$ cat config.mk
export PLATFORM = sky130hd
export DESIGN_NAME = actigraphy_epoch_scheduler
export DESIGN_NICKNAME = d
export VERILOG_FILES = /design/src/rtl/actigraphy_epoch_scheduler_pkg.sv /design/src/rtl/actigraphy_epoch_scheduler_epoch_accumulator.sv /design/src/rtl/actigraphy_epoch_scheduler.sv
export SDC_FILE = /design/constraint.sdc
export NUM_CORES = 1
export LEC_CHECK = 0
export ABC_AREA = 1
export CAP_MARGIN = 25
export CORE_UTILIZATION = 45
export CTS_CLUSTER_DIAMETER = 60
export DETAILED_ROUTE_END_ITERATION = 16
export DONT_BUFFER_PORTS = 1
export SLEW_MARGIN = 20
export SYNTH_ARGS = -nofsm -noshare
export SYNTH_HDL_FRONTEND = slang
export SYNTH_HIERARCHICAL = 1
export SYNTH_SLANG_ARGS = --single-unit
$ cat constraint.sdc
create_clock -name clk -period 2.4 [get_ports clk]
set_clock_uncertainty 0.2 [all_clocks]
set_input_delay 0 -clock clk [delete_from_list [all_inputs] [get_ports clk]]
set_output_delay 0 -clock clk [all_outputs]
set_load 0.03 [all_outputs]
$ cat src/rtl/actigraphy_epoch_scheduler_pkg.sv
// Shared types and helpers for the actigraphy epoch scheduler.
// Holds the FSM state encoding and the epoch saturation function.
package actigraphy_epoch_scheduler_pkg;

  typedef enum logic [1:0] {
    IDLE,
    WAIT_TICK,
    REQUEST
  } state_t;

  function automatic logic [7:0] sat_u10_to_u8(
    input logic [9:0] v
  );
    return (v > 10'd255) ? 8'hFF : v[7:0];
  endfunction

endpackage

$ cat src/rtl/actigraphy_epoch_scheduler_epoch_accumulator.sv
// Sums datapath counts into epochs and presents them on valid/ready.
// A newer epoch always replaces an unaccepted one and flags overrun.
module epoch_accumulator
  import actigraphy_epoch_scheduler_pkg::*;
#(
  parameter int EPOCH_COUNTS = 2
) (
  input  logic       clk,
  input  logic       reset,
  input  logic       run,
  input  logic [7:0] count,
  input  logic       count_valid,
  output logic [7:0] epoch,
  output logic       epoch_valid,
  input  logic       epoch_ready,
  output logic       overrun
);

  localparam int IW = 3;

  logic [9:0]    acc;
  logic [9:0]    total;
  logic [IW-1:0] idx;
  logic          last;
  logic          load;
  logic          accept;

  assign total  = acc + 10'(count);
  assign last   = (idx == IW'(EPOCH_COUNTS - 1));
  assign load   = run && count_valid && last;
  assign accept = epoch_valid && epoch_ready;

  // Leaving the run state drops any partial epoch.
  always_ff @(posedge clk) begin
    if (reset || !run) begin
      acc <= '0;
      idx <= '0;
    end else if (count_valid) begin
      if (last) begin
        acc <= '0;
        idx <= '0;
      end else begin
        acc <= total;
        idx <= idx + IW'(1);
      end
    end
  end

  always_ff @(posedge clk) begin
    if (reset) begin
      epoch       <= '0;
      epoch_valid <= 1'b0;
      overrun     <= 1'b0;
    end else if (load) begin
      epoch       <= sat_u10_to_u8(total);
      epoch_valid <= 1'b1;
      if (epoch_valid && !epoch_ready)
        overrun <= 1'b1;
    end else if (accept) begin
      epoch_valid <= 1'b0;
    end
  end

endmodule

$ cat src/rtl/actigraphy_epoch_scheduler.sv
// Sample-tick sequencer for the actigraphy count datapath.
// Fetches one z sample per tick and hands counts to the epoch stage.
module actigraphy_epoch_scheduler
  import actigraphy_epoch_scheduler_pkg::*;
#(
  parameter int CLKS_PER_SAMPLE = 240000,
  parameter int TIMEOUT_CYCLES  = 64,
  parameter int EPOCH_COUNTS    = 2
) (
  input  logic       clk,
  input  logic       reset,
  input  logic       i_enable,
  output logic       o_accel_req,
  input  logic       i_accel_ack,
  input  logic [7:0] i_accel_data,
  output logic       o_datapath_reset,
  output logic [7:0] o_sample,
  output logic       o_sample_valid,
  input  logic [7:0] i_count,
  input  logic       i_count_valid,
  output logic [7:0] o_epoch,
  output logic       o_epoch_valid,
  input  logic       i_epoch_ready,
  output logic       o_timeout,
  output logic       o_overrun
);

  localparam int TW = $clog2(CLKS_PER_SAMPLE);
  localparam int OW = $clog2(TIMEOUT_CYCLES + 1);

  state_t        state;
  state_t        state_n;
  logic [TW-1:0] tick;
  logic [OW-1:0] to_cnt;
  logic [7:0]    last_sample;
  logic          tick_done;
  logic          to_done;
  logic          in_req;
  logic          ack_hit;
  logic          to_hit;
  logic          run;

  assign run       = (state != IDLE) && i_enable;
  assign tick_done = (tick == TW'(CLKS_PER_SAMPLE - 1));
  assign to_done   = (to_cnt == OW'(TIMEOUT_CYCLES - 1));
  assign in_req    = (state == REQUEST) && i_enable;
  assign ack_hit   = in_req && i_accel_ack;
  assign to_hit    = in_req && !i_accel_ack && to_done;

  assign o_accel_req      = in_req && !reset;
  assign o_datapath_reset = reset || !i_enable;
  assign o_sample         = last_sample;

  always_comb begin
    state_n = state;
    unique case (state)
      IDLE: begin
        if (i_enable)
          state_n = WAIT_TICK;
      end
      WAIT_TICK: begin
        if (!i_enable)
          state_n = IDLE;
        else if (tick_done)
          state_n = REQUEST;
      end
      REQUEST: begin
        if (!i_enable)
          state_n = IDLE;
        else if (i_accel_ack || to_done)
          state_n = WAIT_TICK;
      end
      default: state_n = IDLE;
    endcase
  end

  always_ff @(posedge clk) begin
    if (reset)
      state <= IDLE;
    else
      state <= state_n;
  end

  // Free-running outside IDLE so ack latency never stretches the period.
  always_ff @(posedge clk) begin
    if (reset || state == IDLE)
      tick <= '0;
    else if (tick_done)
      tick <= '0;
    else
      tick <= tick + TW'(1);
  end

  always_ff @(posedge clk) begin
    if (reset || state != REQUEST)
      to_cnt <= '0;
    else
      to_cnt <= to_cnt + OW'(1);
  end

  // A missed ack replays the previous sample to hold the rate.
  always_ff @(posedge clk) begin
    if (reset) begin
      last_sample    <= '0;
      o_sample_valid <= 1'b0;
      o_timeout      <= 1'b0;
    end else begin
      o_sample_valid <= ack_hit || to_hit;
      if (ack_hit)
        last_sample <= i_accel_data;
      if (to_hit)
        o_timeout <= 1'b1;
    end
  end

  epoch_accumulator #(
    .EPOCH_COUNTS(EPOCH_COUNTS)
  ) u_epoch (
    .clk        (clk),
    .reset      (reset),
    .run        (run),
    .count      (i_count),
    .count_valid(i_count_valid),
    .epoch      (o_epoch),
    .epoch_valid(o_epoch_valid),
    .epoch_ready(i_epoch_ready),
    .overrun    (o_overrun)
  );

endmodule

# == After elaboration in Yosys (flattened, before gate mapping) ==
# Cells that the tools add are included.
# W data, S select, Z words.
# totals
n_memories,0
register_bits,60
ram_bits,0
output_inout_bits,22
latch_bits,0
inputBits,22
romBits,0
word_cells,63
# classes
eq_ne,9
bitwise,0
magnitude_cmp,1
n_mux,11
shifts,0
n_reduce_logical,27
n_addsub,4
n_div,0
mul,0
# ops
operator,n
$add A18 B1 Y18 const B,1
$eq A18 B18 Y1 const B,1
$add A10 B8 Y10,1
$gt A10 B8 Y1 const B,1
$logic_and A1 B1 Y1,10
$mux W10,1
$mux W2,5
$mux W8,1
$add A7 B1 Y7 const B,1
$eq A7 B6 Y1 const B,1
$logic_or A1 B1 Y1,6
$pmux W2 S3,1
$logic_not A1 Y1,5
$ne A2 B2 Y1 const B,2
$reduce_bool A2 Y1,2
$add A3 B1 Y3 const B,1
$eq A3 B1 Y1 const B,1
$mux W3,1
$ne A3 B2 Y1 const B,1
$ne A3 B3 Y1 const B,1
$reduce_and A3 Y1,1
$eq A2 B1 Y1 const B,1
$eq A2 B2 Y1 const B,1
$logic_not A2 Y1,1
other kinds (3),4

# == Depth between registers and ports, before layout ==
# Gate-level depths: netlist of the first run.
# logic_depth
word_depth,5
depth_mapped,12

# == Hierarchy ==
# Netlist of the first run, hierarchy kept.
# modules_own_cells
module,seq_area_each_um2,n_inst,area_each_um2,cells_per_inst
actigraphy_epoch_scheduler,740.7,1,1640.3,225
epoch_accumulator,460.4,1,1436.4,216

# == Worst setup path after synthesis of the first run ==
# Ideal clock, no wire load.
# synth_timing
kind,register to register
from,reg u_epoch.acc[0]
to,reg u_epoch.epoch[7]
path_buffers,0
setup_ns,0.117
stages_incl_launch_ff,11
path_slack_ns,0.480
arrival_time_ns,1.602
cell_sequence,dfxtp_1 -> ha_1 -> fa_1 -> nand3_1 -> nand3_1 -> nand2_1 -> nand3_1 -> nand2_4 -> nand3_1 -> nor2_1 -> nor2_1
# synth_via
elab_chain_cells,3
# synth_rtl
item,line,text
from (decl),actigraphy_epoch_scheduler_epoch_accumulator.sv:21,logic [9:0] acc;
from (signal assigned),actigraphy_epoch_scheduler_epoch_accumulator.sv:43,acc <= total;
$add A10 B8 Y10 *,actigraphy_epoch_scheduler_epoch_accumulator.sv:28,assign total = acc + 10'(count);
$gt A10 B8 Y1,actigraphy_epoch_scheduler_pkg.sv:14,return (v > 10'd255) ? 8'hFF : v[7:0];
$mux W8 *,actigraphy_epoch_scheduler_pkg.sv:14,
to (signal assigned),actigraphy_epoch_scheduler_epoch_accumulator.sv:55,epoch <= sat_u10_to_u8(total);
to (decl),actigraphy_epoch_scheduler_epoch_accumulator.sv:13,"output logic [7:0] epoch,"
# Every way passes the cells marked *; elsewhere a longest branch is shown, timed or not.
# A chain may end at the register's enable or synchronous reset.

# == Worst setup path in the final report of the first run ==
# Ends and elaborated chain as after synthesis.

==> flow_metrics.py, run 1 <==
metrics = {
    "run_status": {
        "status": "finished clean",
    },
    "place": {
        "place_inst": 515,
        "pre_cts_ws_ns": 0.3386,
        "port-buffer-count": 0,
        "dpl_cell_area_sq_um": 3148,
        "place_hpwl_mm": 4.835,
        "gp_congestion": 0.8679,
    },
    "synth": {
        "synth_area_leaders": "dfxtp_1, nand2_1, inv_1, nor2_1, a21oi_1",
        "synth_top_area_share_pct": 39.04,
        "synth-async-reset-ratio_pct": 0,
        "ys_types": 32,
        "ys.warnings.count": 6,
        "yosysSeqAreaShare_pct": 39.04,
        "syn_inst": 441,
        "syn_area_sq_um": 3077,
        "synth_edf_count": 0,
        "ys_ff_latch": 60,
        "yosysTopAreaCell": "dfxtp_1",
        "synth_nets": 474,
        "synth.avg_cell_area_sq_um": 6.977,
        "synthFlopType": "dfxtp_1",
    },
    "clock_tree": {
        "cts_max_path_buffers": 2,
        "clkLatencyLatePin_ns": 0.33,
        "cts_made_buffers": 9,
        "cts.htree.levels": 3,
        "clock_sinks": 60,
        "cts_resized": 0,
        "cts_tree": "yes",
        "clk_pin_slew_ns": 0.06,
        "cts-root-buf": "clkbuf_8",
    },
    "global_route": {
        "gr-usage-met2_pct": 37.25,
        "grt_overflow": 0,
        "use_met1_pct": 22.64,
        "first_global_vias": 2695,
        "grtUsageTotal_pct": 20.62,
        "grt_most_used_layer": "met2",
        "grt_start_max_net_pins": 19,
        "antenna_found_initial": 0,
        "met3_usage_pct": 5.113,
        "grt_pass1_wl_mm": 11.74,
    },
    "routing": {
        "drt_iter0_markers": 112,
        "routed_wl_mm": 6.707,
        "vias": 2766,
        "vias_per_cell": 5.011,
        "drt_first_pass_iters": 6,
        "detail-route-antenna-nets": 0,
        "route.detailed.drc": 0,
        "wl_per_cell_um": 12.15,
    },
    "power_and_ir_drop": {
        "p_per_area_nw_per_um2": 581.2,
        "ir_worst_vdd_mv": 0.3700,
        "p_leak_nw": 1.412,
    },
    "timing": {
        "fmax_mhz": 483.7,
        "setup_tns_ns": 0,
        "worst_pin_slew_ns": 0.5517,
        "fin_crit_sh_pct": 86.15,
        "drv_slew": 0,
        "rsz0062_at_grt": "no",
        "hold_viol_final": 0,
        "fin_crit_ns": 2.068,
        "setup_viol": 0,
        "relSlewSlack_pct": 63.11,
        "fin_ws_ns": 0.3325,
    },
    "critical_path": {
        "critPathMostFrequentCell": "nand3_1",
        "end_kind": "register",
        "cp_max_fo": 8,
        "critical_path.max_stage_delay_ns": 0.44,
        "cp_num_buf_inv": 0,
        "cp.required_ns": 2.42,
        "cp_top_family": "simple AND/OR/NAND/NOR gates",
        "crit_type": "register to register",
        "cp-start-kind": "register",
        "cp.arrival_ns": 2.09,
        "path_cells": "ha_1 > fa_1 > nand3_1 > nand3_1 > nand2_1 > nand3_1 > nand2_4 > nand3_1 > nor2_1 > nor2_1",
        "crit_path_top_delay_cell": "fa_1",
    },
    "layout": {
        "final_area_sq_um": 3561,
        "fin_cells": 552,
        "diodes": 0,
        "fillers": 654,
        "drive_gt1_share_pct": 7.158,
        "nets": 503,
        "area_delta_synth_final_pct": 15.74,
    },
    "run": {
        "maxCapViolCount": 0,
    },
    "floorplan": {
        "die_y_um": 84.69,
        "num_rows": 29,
        "die-area_sq_um": 7172,
        "die_w_um": 84.69,
        "start_util_pct": 47.64,
        "ios": 44,
        "core_sq_um": 6459,
    },
    "min_path": {
        "hold_class": "input port to register",
    },
}
## stage by stage
stage	utilization, %	hold WS [ns]	total power [W]
finish	55.13	0.01767	0.002070
global route	55.13	0.07069	0.002159
CTS	55.13	0.01215	0.002094
detailed placement	48.74	-0.1273	0.001142
global placement	48.74	-0.1291	0.001141
floorplan	-	-0.1309	0.001121
## Yosys cell counts (2+ instances only)
| cell | number |
|---|---|
| nor2_1 | 59 |
| a21oi_1 | 36 |
| nor2_4 | 2 |
| o21ai_0 | 15 |
| clkinv_1 | 5 |
| nor3_1 | 4 |
| or2_0 | 2 |
| nand3_1 | 29 |
| nand2_1 | 111 |
| nand2_2 | 5 |
| nand4_1 | 6 |
| ha_1 | 10 |
| dfxtp_1 | 60 |
| nand2_4 | 2 |
| xor2_1 | 6 |
| inv_1 | 59 |
| buf_2 | 2 |
| o21a_1 | 7 |
| nand3_2 | 4 |
| xnor2_1 | 4 |
| a21oi_2 | 2 |
## layout make-up
class / count / area [sq um] / share of cell area, %
clock buffer: 12 / 155.1 / 4.357
multi-input combinational: 314 / 1610 / 45.22
tap: 77 / 96.34 / 2.706
inverter: 64 / 240.2 / 6.746
sequential: 60 / 1201 / 33.73
timing repair buffer: 21 / 210.2 / 5.903
clock inverter: 4 / 47.55 / 1.335
## cell usage in the layout, fill, tap and decap left out, drive strengths merged, types with 2 or more instances in the layout
| cell type | instances |
|---|---|
| a21oi | 38 |
| clkbuf | 12 |
| clkinv | 7 |
| dfxtp | 60 |
| dlygate4sd3 | 21 |
| ha | 10 |
| inv | 59 |
| nand2 | 118 |
| nand3 | 33 |
| nand3b | 2 |
| nand4 | 7 |
| nor2 | 62 |
| nor3 | 4 |
| o21a | 7 |
| o21ai | 15 |
| or2 | 3 |
| xnor2 | 4 |
| xor2 | 6 |
## power by group
group / switching [W] / internal (W)
registers: 0.0000108 / 0.00100
logic: 0.0000821 / 0.0000522
clock network: 0.000388 / 0.000533
total: 0.000480 / 0.00159
## layer usage
metal | wire length, um | part of all wire, %
met5 | 0 | 0
met4 | 159 | 2.4
met3 | 226 | 3.4
met2 | 3391 | 51
met1 | 2929 | 44
## flip-flops by register name, indices dropped and copies added (netlist names)
signal,flops
u_epoch/acc,10
u_epoch/epoch_valid,1
o_timeout,1
u_epoch/epoch,8
u_epoch/idx,3
o_sample_valid,1
to_cnt,7
o_sample,8
state,2
tick,18
u_epoch/overrun,1
## logic make-up (layout without fill, tap and decap cells)
| family | after synthesis | count (layout) | synth area share (%) |
|---|---|---|---|
| compound gates | 62 | 62 | 11.14 |
| xor+xnor | 10 | 10 | 2.847 |
| fa+ha+maj | 11 | 11 | 4.717 |
| buf+inv | 67 | 101 | 8.621 |
| flops | 60 | 60 | 39.04 |
| simple gates | 231 | 231 | 33.63 |
## tightest hold or removal path, stage by stage
cell and delay, ns:
ha_1 0.19, inv_1 0.06, nand2_1 0.06, nand2_1 0.08
nand2_1 0.07, a21oi_1 0.05
## final timing paths
path | startpoint | end | slack, ns | cells after the start
max | u_epoch/acc[0]$_SDFFE_PP0P_ | u_epoch/epoch[7]$_SDFFE_PP0P_ | 0.33 | 10
min | i_count[6] | u_epoch/acc[6]$_SDFFE_PP0P_ | 0.02 | 6
max reg2reg | u_epoch/acc[0]$_SDFFE_PP0P_ | u_epoch/epoch[7]$_SDFFE_PP0P_ | 0.33 | 10
min reg2reg | to_cnt[0]$_SDFF_PP0_ | to_cnt[0]$_SDFF_PP0_ | 0.25 | 1
## what timing repair did
| item | in CTS | in global routing |
|---|---|---|
| setup buffers | 0 | 0 |
| hold buffers | 21 | 0 |
| hold endpoints to repair | 43 | 0 |
(Power assumes the default switching activity.)
==> run 2: changes to the inputs <==
--- a/config.mk
+++ b/config.mk
@@ -11,6 +11,7 @@
 export CTS_CLUSTER_DIAMETER = 60
 export DETAILED_ROUTE_END_ITERATION = 16
 export DONT_BUFFER_PORTS = 1
+export HOLD_SLACK_MARGIN = 0.12
 export SLEW_MARGIN = 20
 export SYNTH_ARGS = -nofsm -noshare
 export SYNTH_HDL_FRONTEND = slang
==> run 2 against run 1 <==
Net effect: sequential cell count stayed put; via count is 0.76% higher; clock-buffer cell count unchanged; critical path type unchanged; non-clock buffer count is 3 higher; first-iteration DRC count fell by 13%; total power increased by 0.15%; combinational power grew 3%; highest routed layer unchanged; critical path depth decreased by 1; cell count is 0.54% higher.
==> flow_metrics.py, run 2 (synthesis gave the netlist of run 1 again) <==
metrics = {
    "global_route": {
        "antenna_found_initial": 0,
        "grt_start_max_net_pins": 19,
        "grtUsageTotal_pct": 20.73,
        "grt_overflow": 0,
        "first_global_vias": 2718,
        "grt_pass1_wl_mm": 11.82,
    },
    "floorplan": {
        "core_sq_um": 6459,
        "start_util_pct": 47.64,
        "die_w_um": 84.69,
        "die_y_um": 84.69,
        "ios": 44,
        "num_rows": 29,
        "die-area_sq_um": 7172,
    },
    "critical_path": {
        "r2r_end": "u_epoch/epoch[5]$_SDFFE_PP0P_",
        "end_kind": "register",
        "crit_type": "register to register",
        "cp_max_fo": 4,
        "worstReg2RegStart": "u_epoch/acc[4]$_SDFFE_PP0P_",
        "cp.arrival_ns": 2.24,
        "cp.required_ns": 2.48,
        "cp-start-kind": "register",
        "ff2ff_setup_slack_ns": 0.25,
        "r2r_cells": 9,
    },
    "power_and_ir_drop": {
        "p_comb_share_pct": 6.6,
        "p_per_area_nw_per_um2": 577.2,
        "ir_worst_vdd_mv": 0.3702,
        "p_sw_share_pct": 23.22,
        "p_int_w": 0.001591,
        "netSwitchingPower_w": 0.0004814,
        "p_leak_nw": 1.421,
        "pwr-share-clk_pct": 44.4,
        "power_frac_seq_pct": 49.0,
    },
    "timing": {
        "setup_viol": 0,
        "worst_pin_slew_ns": 0.5491,
        "whs_ns": 0.1478,
        "relSlewSlack_pct": 63.28,
        "rsz0062_at_grt": "no",
        "fin_crit_ns": 2.154,
        "drv_slew": 0,
        "setup_tns_ns": 0,
        "fin_crit_sh_pct": 89.77,
        "hold_viol_final": 0,
        "fmax_mhz": 464.2,
    },
    "layout": {
        "drive_gt1_share_pct": 7.113,
        "diodes": 0,
        "final_common_cell": "nand2_1",
        "fillers": 649,
        "nets": 506,
        "largest_reg_flops": 18,
        "top_regs": "tick (18), u_epoch/acc (10)",
        "mostFrequentLayoutCells": "nand2_1, dfxtp_1, inv_1, nor2_1, a21oi_1",
        "area_delta_synth_final_pct": 16.71,
        "top_register": "tick",
    },
    "clock_tree": {
        "cts_resized": 0,
        "cts-root-buf": "clkbuf_8",
        "cts.htree.levels": 3,
        "clk_pin_slew_ns": 0.06,
        "cts_tree": "yes",
        "cts_max_path_buffers": 2,
        "clock_sinks": 60,
        "clkLatencyLatePin_ns": 0.33,
        "cts_made_buffers": 9,
    },
    "routing": {
        "drt_first_pass_iters": 4,
        "drt_iter0_markers": 97,
        "wl_per_cell_um": 12.10,
        "detail-route-antenna-nets": 0,
        "vias_per_cell": 5.022,
        "route.detailed.drc": 0,
        "routed_wl_mm": 6.717,
        "vias": 2787,
    },
    "min_path": {
        "worstHoldStart": "i_count[1]",
        "min_path_cells": 7,
        "hold_class": "input port to register",
        "holdPathEnd": "u_epoch/acc[3]$_SDFFE_PP0P_",
    },
    "place": {
        "gp_congestion": 0.8679,
        "port-buffer-count": 0,
        "place_hpwl_mm": 4.835,
    },
    "run_status": {
        "status": "finished clean",
    },
    "run": {
        "maxCapViolCount": 0,
    },
}
-- run 2: area by class of cell --
| class | count | area (sq um) | share of cell area (%) |
|---|---|---|---|
| multi-input combinational | 314 | 1610 | 44.84 |
| sequential | 60 | 1201 | 33.45 |
| timing repair buffer | 24 | 240.2 | 6.690 |
| inverter | 64 | 240.2 | 6.690 |
| clock buffer | 12 | 155.1 | 4.321 |
| tap | 77 | 96.34 | 2.683 |
| clock inverter | 4 | 47.55 | 1.324 |
-- run 2: power groups by stage --
stage	logic [W]	registers [W]	clock network [W]
6_report	0.000138	0.00101	0.000920
5_1_grt	0.000154	0.00102	0.000992
4_1_cts	0.000137	0.00101	0.000945
3_5_place_dp	0.000104	0.00104	0
3_3_place_gp	0.000104	0.00104	0
2_1_floorplan	0.0000851	0.00104	0
-- run 2: what timing repair did --
item,CTS,global route
hold buffers,25,0
setup endpoints to repair,0,1
endpoints found under the hold margin,61,0
buffers inserted,0,0
-- run 2: worst max-delay path by stage --
stage	from	endpoint	slack (ns)	cells past startpoint
floorplan	u_epoch/acc[0]$_SDFFE_PP0P_	u_epoch/epoch[7]$_SDFFE_PP0P_	0.48	10
detailed placement	u_epoch/acc[0]$_SDFFE_PP0P_	u_epoch/epoch[7]$_SDFFE_PP0P_	0.34	10
finish	u_epoch/acc[4]$_SDFFE_PP0P_	u_epoch/epoch[5]$_SDFFE_PP0P_	0.25	9
global placement	u_epoch/acc[0]$_SDFFE_PP0P_	u_epoch/epoch[7]$_SDFFE_PP0P_	0.39	10
global route	to_cnt[0]$_SDFF_PP0_	o_sample_valid$_SDFF_PP0_	0.07	8
CTS	state[0]$_SDFFE_PP0P_	o_sample_valid$_SDFF_PP0_	0.13	7
-- run 2: routing by layer --
metal / track usage, % / up-vias / share of wire [%]
li1: - / 1467 / -
met1: 22.88 / 1256 / 44
met2: 37.32 / 47 / 50
met3: 5.113 / 17 / 3.6
met4: 9.707 / 0 / 2.4
met5: 0 / - / 0
-- run 2: metrics by stage --
step           area [sq um]  power, W  setup slack (ns)  std cells  util (%)
3_3_place_gp           3148  0.001141            0.3859        515     48.74
6_report               3591  0.002073            0.2456        555     55.60
5_1_grt                3591  0.002162           0.07222        555     55.60
4_1_cts                3601  0.002098            0.1340        556     55.75
3_5_place_dp           3148  0.001142            0.3386        515     48.74
2_1_floorplan          3077  0.001121            0.4803        441         -
-- run 2: critical path, cell delays in order, from the launching register on --
cell,delay [ns]
dfxtp_1,0.32
ha_1,0.36
a21oi_2,0.22
dlygate4sd3_1,0.57
nand3_1,0.08
nand2_1,0.13
nor2_1,0.05
nand3_1,0.08
nand2_1,0.05
inv_1,0.04
